--- config.mk ---
export PLATFORM = sky130hd
export DESIGN_NAME = ex_mul_div_unit_flat
export DESIGN_NICKNAME = d
export VERILOG_FILES = /design/src/rtl/ex_mul_div_unit_pkg.sv /design/src/rtl/ex_mul_div_unit_if.sv /design/src/rtl/ex_mul_div_unit_md_datapath.sv /design/src/rtl/ex_mul_div_unit.sv /design/src/flat_wrapper.sv
export SDC_FILE = /design/constraint.sdc
export NUM_CORES = 1
export LEC_CHECK = 0
export ABC_CLOCK_PERIOD_IN_PS = 7500
export BUFFER_PORTS_ARGS = -buffer_cell sky130_fd_sc_hd__buf_2
export CAP_MARGIN = 20
export CORE_MARGIN = 1
export CORE_UTILIZATION = 40
export CTS_CLUSTER_SIZE = 28
export DETAILED_ROUTE_END_ITERATION = 12
export RECOVER_POWER = 100
export SYNTH_ARGS = -nofsm -noshare
export SYNTH_HDL_FRONTEND = slang
export SYNTH_SLANG_ARGS = --single-unit
--- constraint.sdc ---
create_clock -name clk_i -period 7.5 [get_ports clk_i]
set_input_delay 0.75 -clock clk_i [delete_from_list [all_inputs] [get_ports clk_i]]
set_output_delay 0.75 -clock clk_i [all_outputs]
set_load 0.01 [all_outputs]
--- src/rtl/ex_mul_div_unit_pkg.sv ---
// Shared MIPS definitions for the execute-stage multiply/divide unit:
// funct codes, FSM encoding and the default datapath width.
package mips_pkg;

  localparam int WIDTH = 32;

  localparam logic [5:0] FUNCT_MFHI  = 6'h10;
  localparam logic [5:0] FUNCT_MTHI  = 6'h11;
  localparam logic [5:0] FUNCT_MFLO  = 6'h12;
  localparam logic [5:0] FUNCT_MTLO  = 6'h13;
  localparam logic [5:0] FUNCT_MULT  = 6'h18;
  localparam logic [5:0] FUNCT_MULTU = 6'h19;
  localparam logic [5:0] FUNCT_DIV   = 6'h1A;
  localparam logic [5:0] FUNCT_DIVU  = 6'h1B;

  typedef enum logic [1:0] {
    IDLE = 2'd0,
    RUN  = 2'd1,
    FIX  = 2'd2,
    DONE = 2'd3
  } md_state_t;

endpackage

--- src/rtl/ex_mul_div_unit_if.sv ---
// D/E-buffer facing bundle of the multiply/divide unit.
// master = pipeline side, slave = the unit.
interface ex_mul_div_unit_if #(
  parameter int WIDTH = 32
);
  logic             rType_i;
  logic [5:0]       funct_i;
  logic [WIDTH-1:0] rsData_i;
  logic [WIDTH-1:0] rtData_i;
  logic             flush_i;
  logic             stall_o;
  logic             busy_o;
  logic             mfValid_o;
  logic [WIDTH-1:0] mfData_o;

  modport master (
    output rType_i, funct_i, rsData_i, rtData_i, flush_i,
    input  stall_o, busy_o, mfValid_o, mfData_o
  );

  modport slave (
    input  rType_i, funct_i, rsData_i, rtData_i, flush_i,
    output stall_o, busy_o, mfValid_o, mfData_o
  );
endinterface

--- src/rtl/ex_mul_div_unit_md_datapath.sv ---
// Iterative unsigned shift-add multiplier / restoring divider, one step per enabled cycle.
// Operands load on load_i; results are valid after WIDTH steps and hold until the next load.
module md_datapath #(
  parameter int WIDTH = 32
) (
  input  logic               clk_i,
  input  logic               rst_i,
  input  logic               load_i,
  input  logic               step_i,
  input  logic               is_div_i,
  input  logic [WIDTH-1:0]   op_a_i,
  input  logic [WIDTH-1:0]   op_b_i,
  output logic [2*WIDTH-1:0] acc_o,
  output logic [WIDTH-1:0]   rem_o
);

  logic [2*WIDTH-1:0] acc_q, acc_d;
  logic [WIDTH-1:0]   rem_q, rem_d;
  logic [WIDTH-1:0]   opb_q, opb_d;
  logic [WIDTH:0]     sum, shifted, diff;

  always_comb begin
    acc_d   = acc_q;
    rem_d   = rem_q;
    opb_d   = opb_q;
    sum     = {1'b0, acc_q[2*WIDTH-1:WIDTH]} + (acc_q[0] ? {1'b0, opb_q} : '0);
    shifted = {rem_q, acc_q[WIDTH-1]};
    // diff[WIDTH] is the borrow: set means the trial subtract is discarded
    diff    = shifted - {1'b0, opb_q};
    if (load_i) begin
      // low half holds the multiplier (mul) or the dividend shifting into the quotient (div)
      acc_d = {{WIDTH{1'b0}}, op_a_i};
      rem_d = '0;
      opb_d = op_b_i;
    end else if (step_i) begin
      if (is_div_i) begin
        if (diff[WIDTH]) begin
          rem_d                = shifted[WIDTH-1:0];
          acc_d[WIDTH-1:0]     = {acc_q[WIDTH-2:0], 1'b0};
        end else begin
          rem_d                = diff[WIDTH-1:0];
          acc_d[WIDTH-1:0]     = {acc_q[WIDTH-2:0], 1'b1};
        end
      end else begin
        acc_d = {sum, acc_q[WIDTH-1:1]};
      end
    end
  end

  always_ff @(posedge clk_i or posedge rst_i) begin
    if (rst_i) begin
      acc_q <= '0;
      rem_q <= '0;
      opb_q <= '0;
    end else begin
      acc_q <= acc_d;
      rem_q <= rem_d;
      opb_q <= opb_d;
    end
  end

  assign acc_o = acc_q;
  assign rem_o = rem_q;

endmodule

--- src/rtl/ex_mul_div_unit.sv ---
// Execute-stage MULT/MULTU/DIV/DIVU engine with HI/LO and MFHI/MFLO/MTHI/MTLO.
// Latency WIDTH+2 stalled cycles; stall_o freezes upstream, flush_i aborts without touching HI/LO.
module ex_mul_div_unit
  import mips_pkg::*;
#(
  parameter int WIDTH    = mips_pkg::WIDTH,
  parameter int CNT_BITS = 6
) (
  input  logic             clk_i,
  input  logic             rst_i,
  ex_mul_div_unit_if.slave bus
);

  md_state_t           state_q, state_d;
  logic [CNT_BITS-1:0] cnt_q, cnt_d;
  logic [WIDTH-1:0]    hi_q, hi_d, lo_q, lo_d;
  logic                is_div_q, is_div_d;
  logic                neg_res_q, neg_res_d;
  logic                neg_rem_q, neg_rem_d;
  logic                div0_q, div0_d;

  logic                is_md, is_signed, start, run_step;
  logic [WIDTH-1:0]    mag_a, mag_b, rem, quo_fix, rem_fix;
  logic [2*WIDTH-1:0]  acc, prod_fix;

  always_comb begin
    is_md     = bus.rType_i && (bus.funct_i == FUNCT_MULT || bus.funct_i == FUNCT_MULTU ||
                                bus.funct_i == FUNCT_DIV  || bus.funct_i == FUNCT_DIVU);
    is_signed = (bus.funct_i == FUNCT_MULT) || (bus.funct_i == FUNCT_DIV);
    // reset gate keeps stall_o low while rst_i is asserted even if an op is presented
    start     = is_md && (state_q == IDLE) && !bus.flush_i && !rst_i;
    run_step  = (state_q == RUN);
    mag_a     = (is_signed && bus.rsData_i[WIDTH-1]) ? -bus.rsData_i : bus.rsData_i;
    mag_b     = (is_signed && bus.rtData_i[WIDTH-1]) ? -bus.rtData_i : bus.rtData_i;
    prod_fix  = neg_res_q ? -acc : acc;
    // divide by zero leaves the all-ones quotient alone regardless of operand signs
    quo_fix   = (neg_res_q && !div0_q) ? -acc[WIDTH-1:0] : acc[WIDTH-1:0];
    rem_fix   = neg_rem_q ? -rem : rem;

    state_d   = state_q;
    cnt_d     = cnt_q;
    hi_d      = hi_q;
    lo_d      = lo_q;
    is_div_d  = is_div_q;
    neg_res_d = neg_res_q;
    neg_rem_d = neg_rem_q;
    div0_d    = div0_q;

    case (state_q)
      IDLE: begin
        if (start) begin
          state_d   = RUN;
          cnt_d     = CNT_BITS'(WIDTH);
          is_div_d  = bus.funct_i[1];
          neg_res_d = is_signed && (bus.rsData_i[WIDTH-1] ^ bus.rtData_i[WIDTH-1]);
          neg_rem_d = is_signed && bus.rsData_i[WIDTH-1];
          div0_d    = (bus.rtData_i == '0);
        end else if (bus.rType_i && bus.funct_i == FUNCT_MTHI) begin
          hi_d = bus.rsData_i;
        end else if (bus.rType_i && bus.funct_i == FUNCT_MTLO) begin
          lo_d = bus.rsData_i;
        end
      end
      RUN: begin
        cnt_d = cnt_q - CNT_BITS'(1);
        if (cnt_q == CNT_BITS'(1)) state_d = FIX;
      end
      FIX: begin
        state_d = DONE;
        if (is_div_q) begin
          lo_d = quo_fix;
          hi_d = rem_fix;
        end else begin
          {hi_d, lo_d} = prod_fix;
        end
      end
      default: state_d = IDLE;
    endcase

    if (state_q != IDLE && bus.flush_i) begin
      state_d = IDLE;
      hi_d    = hi_q;
      lo_d    = lo_q;
    end
  end

  always_ff @(posedge clk_i or posedge rst_i) begin
    if (rst_i) begin
      state_q   <= IDLE;
      cnt_q     <= '0;
      hi_q      <= '0;
      lo_q      <= '0;
      is_div_q  <= 1'b0;
      neg_res_q <= 1'b0;
      neg_rem_q <= 1'b0;
      div0_q    <= 1'b0;
    end else begin
      state_q   <= state_d;
      cnt_q     <= cnt_d;
      hi_q      <= hi_d;
      lo_q      <= lo_d;
      is_div_q  <= is_div_d;
      neg_res_q <= neg_res_d;
      neg_rem_q <= neg_rem_d;
      div0_q    <= div0_d;
    end
  end

  md_datapath #(.WIDTH(WIDTH)) u_md_datapath (
    .clk_i    (clk_i),
    .rst_i    (rst_i),
    .load_i   (start),
    .step_i   (run_step),
    .is_div_i (is_div_q),
    .op_a_i   (mag_a),
    .op_b_i   (mag_b),
    .acc_o    (acc),
    .rem_o    (rem)
  );

  assign bus.stall_o   = start || (((state_q == RUN) || (state_q == FIX)) && !bus.flush_i);
  assign bus.busy_o    = (state_q != IDLE);
  assign bus.mfValid_o = bus.rType_i && (bus.funct_i == FUNCT_MFHI || bus.funct_i == FUNCT_MFLO)
                         && !bus.stall_o;
  assign bus.mfData_o  = (bus.funct_i == FUNCT_MFLO) ? lo_q : hi_q;

endmodule
--- src/flat_wrapper.sv ---
// flat-port wrapper written by rule: the top's interface ports become plain ports
module ex_mul_div_unit_flat import mips_pkg::*;
#(
  parameter int WIDTH    = mips_pkg::WIDTH,
  parameter int CNT_BITS = 6
)
  (clk_i, rst_i, bus_rType_i, bus_funct_i, bus_rsData_i, bus_rtData_i, bus_flush_i, bus_stall_o, bus_busy_o, bus_mfValid_o, bus_mfData_o);
  ex_mul_div_unit_if #(.WIDTH(WIDTH)) bus_i ();
  input  logic clk_i;
  input  logic rst_i;
  input wire logic [$bits(bus_i.rType_i)-1:0] bus_rType_i;
  input wire logic [$bits(bus_i.funct_i)-1:0] bus_funct_i;
  input wire logic [$bits(bus_i.rsData_i)-1:0] bus_rsData_i;
  input wire logic [$bits(bus_i.rtData_i)-1:0] bus_rtData_i;
  input wire logic [$bits(bus_i.flush_i)-1:0] bus_flush_i;
  output wire logic [$bits(bus_i.stall_o)-1:0] bus_stall_o;
  output wire logic [$bits(bus_i.busy_o)-1:0] bus_busy_o;
  output wire logic [$bits(bus_i.mfValid_o)-1:0] bus_mfValid_o;
  output wire logic [$bits(bus_i.mfData_o)-1:0] bus_mfData_o;
  assign bus_i.rType_i = bus_rType_i;
  assign bus_i.funct_i = bus_funct_i;
  assign bus_i.rsData_i = bus_rsData_i;
  assign bus_i.rtData_i = bus_rtData_i;
  assign bus_i.flush_i = bus_flush_i;
  assign bus_stall_o = bus_i.stall_o;
  assign bus_busy_o = bus_i.busy_o;
  assign bus_mfValid_o = bus_i.mfValid_o;
  assign bus_mfData_o = bus_i.mfData_o;
  ex_mul_div_unit #(.WIDTH(WIDTH), .CNT_BITS(CNT_BITS)) u_core (.clk_i(clk_i), .rst_i(rst_i), .bus(bus_i));
endmodule
* Yosys cells after proc, flatten, opt, wreduce, memory -nomap -nowiden *
Index checks and enable logic that the tools add are counted.

word-level totals
  flip-flop bits (word level) = 204
  input bits = 74
  logic and storage cells = 111

cells by class
  add/sub/neg operators = 8
  reduce and logical (&&, ||, !) cells = 39
  eq/ne operators = 19
  bitwise logic cells = 2
  multiplexer cells = 31

operator list
  operator                                                                count
  32-bit two-way mux                                                      19
  64-bit two-way mux                                                      3
  32-bit negation                                                         4
  32-bit case mux with 2 select lines                                     2
  64-bit negation                                                         1
  6-bit by 5-bit equality test with 1-bit output (second input constant)  8
  32-bit by 33-bit adder with 33-bit output                               1
  33-bit by 32-bit subtractor with 33-bit output                          1
  32-bit logical NOT                                                      1
  1-bit logical AND                                                       14
  6-bit case mux with 2 select lines                                      1
  2-bit != test (second input constant)                                   5
  2-bit AND reduction                                                     5
  2-bit nonzero test                                                      5
  1-bit logical OR                                                        7
  6-bit by 1-bit equality test with 1-bit output (second input constant)  1
  2-bit two-way mux                                                       3
  6-bit two-way mux                                                       1
  2-bit case mux with 3 select lines                                      1
  6-bit by 1-bit subtractor with 6-bit output (second input constant)     1
  5-bit AND reduction                                                     1
  1-bit logical NOT                                                       4
  4-bit AND reduction                                                     1
  3-bit by 2-bit != test with 1-bit output (second input constant)        1
  8 further kinds                                                         8

* Longest topological paths before layout *
Gate-level depths: netlist (run 1).

  depth after elaboration = 11
  mapped depth = 13

* Modules after synthesis *
Synthesis (run 1) repeated with hierarchy kept, for this count alone.

second synthesis, totals
  cells, all modules = 2,083
  area, all modules = 16,942.5 um^2

modules (own cells, without submodules)
  module           area each (um^2)  times used  cells an instance
  md_datapath      8,963.6           1           1,046
  ex_mul_div_unit  7,978.9           1           1,037

* Least setup slack after synthesis (run 1) *
Ideal clock, no wire load.

  kind = flip-flop to flip-flop
  from = register u_core.u_md_datapath.acc_q[0], in the netlist u_core.u_md_datapath.acc_o[0]
  to = register u_core.u_md_datapath.acc_q[57], in the netlist u_core.u_md_datapath.acc_o[57]
  stages on the path, launching flop included = 13
  path slack = 4.540 ns
  arrival time = 2.814 ns
  buffers on the path = 1
  path through = dfrtp_1 -> inv_1 -> clkbuf_1 -> nor2_1 -> ha_1 -> inv_1 -> o21bai_1 -> a211oi_1 -> o211a_1 -> o41ai_1 -> a41oi_1 -> mux2i_1 -> o311ai_0

on the way
  word-level cells in the longest chain between the ends = 5

ends and longest elaborated chain
  element                                    line                               source
  from (decl)                                ex_mul_div_unit_md_datapath.sv:17  logic [2*WIDTH-1:0] acc_q, acc_d;
  from (signal assigned)                     ex_mul_div_unit_md_datapath.sv:52  acc_q <= '0;
  from (signal assigned)                     ex_mul_div_unit_md_datapath.sv:56  acc_q <= acc_d;
  32-bit two-way mux                         ex_mul_div_unit_md_datapath.sv:26  sum = {1'b0, acc_q[2*WIDTH-1:WIDTH]} + (acc_q[0] ? {1'b0, opb_q} : '0);
  32-bit by 33-bit adder with 33-bit output  ex_mul_div_unit_md_datapath.sv:26
  32-bit two-way mux                         ex_mul_div_unit_md_datapath.sv:36  if (is_div_i) begin
  64-bit two-way mux                         ex_mul_div_unit_md_datapath.sv:35  end else if (step_i) begin
  64-bit two-way mux                         ex_mul_div_unit_md_datapath.sv:30  if (load_i) begin

Every way passes these cells. The select of a mux whose other input is x is not followed.
A chain may end at the register's enable or synchronous reset.

* Worst setup path after layout (run 1) *
  from = register u_core.state_q[0]
  to = output bus_mfValid_o

on the way
  word-level cells in the longest chain between the ends = 7
  elaborated cells between the ends (all ways) = 11

ends and longest elaborated chain
  element                          line                    source
  from (decl)                      ex_mul_div_unit.sv:14   md_state_t state_q, state_d;
  from (signal assigned)           ex_mul_div_unit.sv:98   state_q <= state_d;
  2-bit logical NOT                ex_mul_div_unit.sv:31   start = is_md && (state_q == IDLE) && !bus.flush_i && !rst_i;
  1-bit logical AND (3 in series)  ex_mul_div_unit.sv:31
  1-bit logical OR (*)             ex_mul_div_unit.sv:121  assign bus.stall_o = start || (((state_q == RUN) || (state_q == FIX)) && !bus.flush_i);
  1-bit logical NOT (*)            ex_mul_div_unit.sv:124  && !bus.stall_o;
  1-bit logical AND (*)            ex_mul_div_unit.sv:124
  to (decl)                        flat_wrapper.sv:18      output wire logic [$bits(bus_i.mfValid_o)-1:0] bus_mfValid_o;

Every way passes the cells marked *; elsewhere a longest branch is shown, timed or not.

==> results of run 1 <==
-- layout make-up --
cell class / count / area, um^2
Antenna cell: 1 / 2.50
Clock buffer: 40 / 793
Clock inverter: 8 / 81.3
Fill cell: 4259 / 23300
Inverter: 87 / 334
Multi-Input combinational cell: 1776 / 11300
Sequential cell: 204 / 5110
Tap cell: 539 / 674
Timing Repair Buffer: 130 / 636
-- sequential cells by signal, summed over array words and instances, names as in the netlist --
name / flops
u_core.neg_rem_q: 1
u_core.neg_res_q: 1
u_core.u_md_datapath.acc_o: 64
u_core.lo_q: 32
u_core.is_div_q: 1
u_core.hi_q: 32
u_core.u_md_datapath.opb_q: 32
u_core.u_md_datapath.rem_o: 32
u_core.cnt_q: 6
u_core.div0_q: 1
u_core.state_q: 2
-- cell usage after synthesis (19+ instances only) --
| cell type | n |
|---|---|
| a21o_1 | 27 |
| a21oi_1 | 137 |
| a31oi_1 | 21 |
| and3_1 | 19 |
| clkbuf_1 | 115 |
| dfrtp_1 | 204 |
| ha_1 | 74 |
| inv_1 | 87 |
| mux2_2 | 33 |
| mux2i_1 | 37 |
| nand2_1 | 329 |
| nand2b_1 | 19 |
| nand3_1 | 47 |
| nor2_1 | 125 |
| nor2b_1 | 21 |
| nor3_1 | 36 |
| o211ai_1 | 49 |
| o21ai_0 | 211 |
| o21ai_1 | 57 |
| o311ai_0 | 28 |
| o31ai_1 | 43 |
| or3_1 | 24 |
| or4_1 | 44 |
| xnor2_1 | 97 |
| xor2_1 | 84 |
-- critical path, cell delays in order, from the launching register on --
cell,delay [ps]
dfrtp_1,410
inv_1,150
ha_1,300
nand2_1,80
nor3_1,300
nand3_1,1600
buf_4,930
o21ai_0,210
nor2_1,80
clkbuf_1,130
-- cell families after synthesis --
group / Yosys count / share of synthesized area
AND/OR/NAND/NOR: 754 / 0.211
AO/OA/AOI/OAI: 695 / 0.253
buffers and inverters: 223 / 0.0492
flip-flops: 204 / 0.296
XOR/XNOR: 181 / 0.0918
adder cells (fa/ha/maj): 76 / 0.0560
multiplexers: 70 / 0.0430
-- metrics by stage --
step,power [uW],hold slack [ps]
after floorplan,4370,439
after global placement,5400,457
after detailed placement,5460,463
after CTS,6760,448
after global routing,7240,468
final,6740,441
-- routing by layer --
metal / wire length [um] / vias to the layer above / part of all wire / GRT usage
li1: - / 8041 / - / -
met1: 26500 / 7997 / 0.44 / 0.356
met2: 27400 / 616 / 0.45 / 0.443
met3: 3520 / 131 / 0.058 / 0.0370
met4: 3270 / 2 / 0.054 / 0.130
met5: 14 / - / 0.00023 / 0
-- how the worst max path moves through the flow --
stage,end,start,slack [ps]
after global routing,u_core.u_md_datapath.acc_o[40],rst_i,1470
after floorplan,u_core.cnt_q[0],rst_i,1180
after CTS,bus_mfValid_o,u_core.state_q[0],3150
after global placement,u_core.u_md_datapath.acc_o[61],u_core.u_md_datapath.acc_o[0],3620
final,bus_mfValid_o,u_core.state_q[0],2000
after detailed placement,u_core.u_md_datapath.acc_o[61],u_core.u_md_datapath.acc_o[0],3560
-- power by group through the flow --
stage / Clock (uW) / Combinational, uW / Sequential [uW]
floorplan: 0 / 2610 / 1750
global placement: 0 / 3410 / 1990
detailed placement: 0 / 3450 / 2010
CTS: 1310 / 3470 / 1990
global route: 1340 / 3840 / 2050
finish: 1280 / 3450 / 2010
==> results_dict.tcl, run 1 <==
set metrics [dict create \
    syn_area_per_cell_um2 7.84 \
    cts_tree "yes" \
    drc_errors 0 \
    ir_drop_mv 0.156 \
    via_per_inst 6.03 \
    clock_skew_ps 12.6 \
    synth_area_um2 17300 \
    regToRegStartpoint "u_core.state_q[0]" \
    die_w_um 210 \
    timing.rr.end "u_core.u_md_datapath.rem_o[2]" \
    min_path_type "in -> async" \
    critPathLaunchType "register" \
    initial_core_util 0.409 \
    cts_max_level 1 \
    p_per_area_nw_per_um2 356 \
    worstPathArrival_ps 4750 \
    clk_pin_slew_ps 60 \
    avgRoutedWirePerCell_um 21.8 \
    nNetsFinal 2375 \
    globalplace.congestion 0.907 \
    synthCells 2203 \
    power.leakage_uw 0.00763 \
    endpoint_kind "output pin" \
    synth_flop_cell "dfrtp_1" \
    yosys-top-cells-area "dfrtp_1, nand2_1, o21ai_0, ha_1, xnor2_1" \
    timing.final.ws_setup_ps 2000 \
    cts_setup_buffers 0 \
    p_sw_frac 0.474 \
    drv_slew 224 \
    clk_path_buf_depth 3 \
    mostFrequentLayoutCells "nand2_1, o21ai_0, dfrtp_1" \
    worstSetupPathType "reg -> out" \
    period_share 0.733 \
    hold_viol_final 0 \
    root_buffer "clkbuf_16" \
    syn-num-nets 2353 \
    place_area_um2 18200 \
    clock_sinks 204 \
    grt_max_degree 131 \
    rsz0062_at_grt "no" \
    synth.distinct_cells 80 \
    p_sw_uw 3200 \
    synth_seq_cells 204 \
    wirelength_um 60600 \
    ys_seq_area_frac 0.296 \
    maxCapViolCount 4 \
    final_core_util 0.449 \
    io_pins 109 \
    timing.final.crit_period_ps 5500 \
    worst_pin_slew_ps 3290 \
    overflow 0 \
    cts_buffers 26 \
    grt_util_all_layers 0.272 \
    fp-row-count 75 \
    cts_resized 0 \
    antenna_found_initial 2 \
    area_delta_synth_final_pct 9.78 \
    grt_pass1_wl_um 93000 \
    postRouteAntennaNets 0 \
    sequentialPowerShare 0.298 \
    die_h_um 210 \
    routed-via-count 16800 \
    post-place-ws_ps 3560 \
    ctsHoldBuffers 0 \
    finalSetupTns_ps 0 \
    die_area_um2 44000 \
    fin_area_um2 19000 \
    fin_cells 2785 \
    slew-limit-headroom -1.20 \
    cp_data_required_time_ps 6750 \
    synth_area_leader_cell "dfrtp_1" \
    finalSetupViolCount 0 \
    r2r_slack_ps 2330 \
    io_buffer_count 108 \
    layout_commonest_cell "nand2_1" \
    combPwrFrac 0.512 \
    core_area_um2 42200 \
    synth_edf_count 0 \
    netlist.area_leader.share 0.296 \
    dp_hpwl_um 45200 \
    violations "capacitance limit, slew limit" \
    yosysWarnings 0 \
    drive_above_1_share 0.0820 \
    ys_async_sr_fraction 1.00 \
    cp_max_fo 69 \
    drt_iter0_drc 1313 \
    max_freq_mhz 182 \
    grt_pass1_vias 15800 \
    first_pass_iters 5 \
    rr_worst_depth 10 \
    intPower_uw 3540 \
    insertion_delay_ps 560 \
    power_frac_clock 0.190 \
    status "finished, violations left" \
    place_inst 2734 \
]
(Power assumes the default switching activity.)
==> inputs of run 2 (changes only) <==
Settings changed: ABC_CLOCK_PERIOD_IN_PS 7500 to 5400.
Clock period 7.5 ns to 5.4 ns, I/O delays scaled along.
==> run 2 against run 1 <==
Compared with the run above:
- the flow still finishes with violations (capacitance limit, slew limit)
- routed wire length is 0.84% higher
- clock-buffer cell count grew 1
- register-to-register slack got worse by 1500 ps
- cell count hardly changed
==> results_dict.tcl, run 2 (synthesis gave the netlist of run 1 again) <==
set metrics [dict create \
    status "finished, violations left" \
    violations "capacitance limit, slew limit" \
    grt_max_degree 115 \
    intPower_uw 4970 \
    power_frac_clock 0.191 \
    maxCapViolCount 5 \
    overflow 0 \
    fp-row-count 75 \
    wirelength_um 61100 \
    mostFrequentLayoutCells "nand2_1, o21ai_0, dfrtp_1" \
    via_per_inst 6.09 \
    combPwrFrac 0.514 \
    cts_tree "yes" \
    area_delta_synth_final_pct 10.0 \
    endpoint_kind "register" \
    worstSetupPathType "reg -> reg" \
    drt_iter0_drc 1363 \
    min_path_type "in -> reg" \
    postRouteAntennaNets 0 \
    grt_pass1_wl_um 94100 \
    worstPathArrival_ps 4910 \
    r2r_slack_ps 880 \
    drv_slew 262 \
    final_core_util 0.450 \
    io_pins 109 \
    cp_data_required_time_ps 5790 \
    dp_hpwl_um 45600 \
    p_sw_frac 0.474 \
    initial_core_util 0.409 \
    grt_util_all_layers 0.273 \
    post-place-ws_ps 1320 \
    critPathTopFamily "simple AND/OR/NAND/NOR gates" \
    nNetsFinal 2379 \
    worst_pin_slew_ps 2530 \
    sequentialPowerShare 0.296 \
    power.leakage_uw 0.00765 \
    io_buffer_count 108 \
    die_area_um2 44000 \
    largest_reg_flops 64 \
    antenna_found_initial 1 \
    layout_commonest_cell "nand2_1" \
    first_pass_iters 5 \
    cts_setup_buffers 0 \
    max_stage_delay_ps 850 \
    clk_pin_slew_ps 60 \
    p_per_area_nw_per_um2 497 \
    globalplace.congestion 0.905 \
    routed-via-count 17000 \
    ir_drop_mv 0.218 \
    p_sw_uw 4470 \
    core_area_um2 42200 \
    drive_above_1_share 0.0810 \
    max_freq_mhz 221 \
    cts_max_level 1 \
    insertion_delay_ps 560 \
    cp_num_buf_inv 2 \
    critPathLaunchType "register" \
    period_share 0.837 \
    cts_buffers 27 \
    finalSetupTns_ps 0 \
    clock_skew_ps 23.1 \
    root_buffer "clkbuf_16" \
    fin_area_um2 19000 \
    finalSetupViolCount 0 \
    place_area_um2 18200 \
    timing.final.ws_setup_ps 879 \
    die_w_um 210 \
    drc_errors 0 \
    rsz0062_at_grt "no" \
    clk_path_buf_depth 3 \
    hold_viol_final 0 \
    crit_path_cell_trace "inv_1 -> ha_1 -> fa_1 -> nand2b_1 -> a21oi_1 -> o21ai_0 -> o211ai_1 -> nand3_1 -> and3_1 -> nor3_2 -> clkbuf_1 -> o311ai_0" \
    timing.final.crit_period_ps 4520 \
    ctsHoldBuffers 0 \
    grt_pass1_vias 16100 \
    die_h_um 210 \
    clock_sinks 204 \
    slowest_stage "nor3_2" \
    cp_max_fo 18 \
    nFillCells 4297 \
    hold_slack_ps 259 \
    avgRoutedWirePerCell_um 21.9 \
    cts_resized 0 \
    slew-limit-headroom -0.687 \
]
-- run 2: worst paths after layout --
kind                                           startpoint                             end  depth (start not counted)
max                        u_core.u_md_datapath.acc_o[31]  u_core.u_md_datapath.rem_o[10]                         12
min                                        bus_funct_i[1]                 u_core.is_div_q                          3
max reg2reg                u_core.u_md_datapath.acc_o[31]  u_core.u_md_datapath.rem_o[10]                         12
min reg2reg                                u_core.lo_q[3]                  u_core.lo_q[3]                          2
max in group asynchronous                           rst_i  u_core.u_md_datapath.acc_o[48]                          3
min in group asynchronous                           rst_i   u_core.u_md_datapath.rem_o[9]                          2
-- run 2: power groups by stage --
stage / Sequential (uW) / Clock (uW) / Combinational [uW]
after floorplan: 2430 / 0 / 3630
after global routing: 2850 / 1900 / 5340
after CTS: 2770 / 1840 / 4830
final: 2790 / 1800 / 4850
after global placement: 2770 / 0 / 4730
after detailed placement: 2790 / 0 / 4800
-- run 2: worst reg2reg max path, delay by kind of cell, from the launching register on --
kind / cells / cell delay, ps
and+or+nand+nor: 4 / 1440
DFF: 1 / 420
AOI/OAI and AO/OA: 4 / 940
buffers and inverters: 2 / 860
adders and majority gates: 2 / 670
-- run 2: per-stage QoR --
stage                     cells  total power [uW]
after floorplan            2203              6060
after detailed placement   2738              7600
after global placement     2737              7500
final                      2786              9440
after CTS                  2784              9440
after global routing       2785             10100
-- run 2: cell type report --
type | count | area [um^2] | area share
antenna | 1 | 2.50 | 0.000132
multi-input combinational | 1776 | 11300 | 0.596
clock inverter | 5 | 82.6 | 0.00435
clock buffer | 41 | 778 | 0.0410
inverter | 87 | 328 | 0.0173
tap | 539 | 674 | 0.0355
sequential | 204 | 5110 | 0.269
timing repair buffer | 133 | 702 | 0.0370
-- run 2: per-layer routing --
metal	GRT usage	up-vias	wire length, um	part of all wire
met5	0	-	13	0.00021
li1	-	8043	-	-
met4	0.107	2	2550	0.042
met3	0.0295	111	3580	0.059
met2	0.442	615	28100	0.46
met1	0.372	8205	26900	0.44
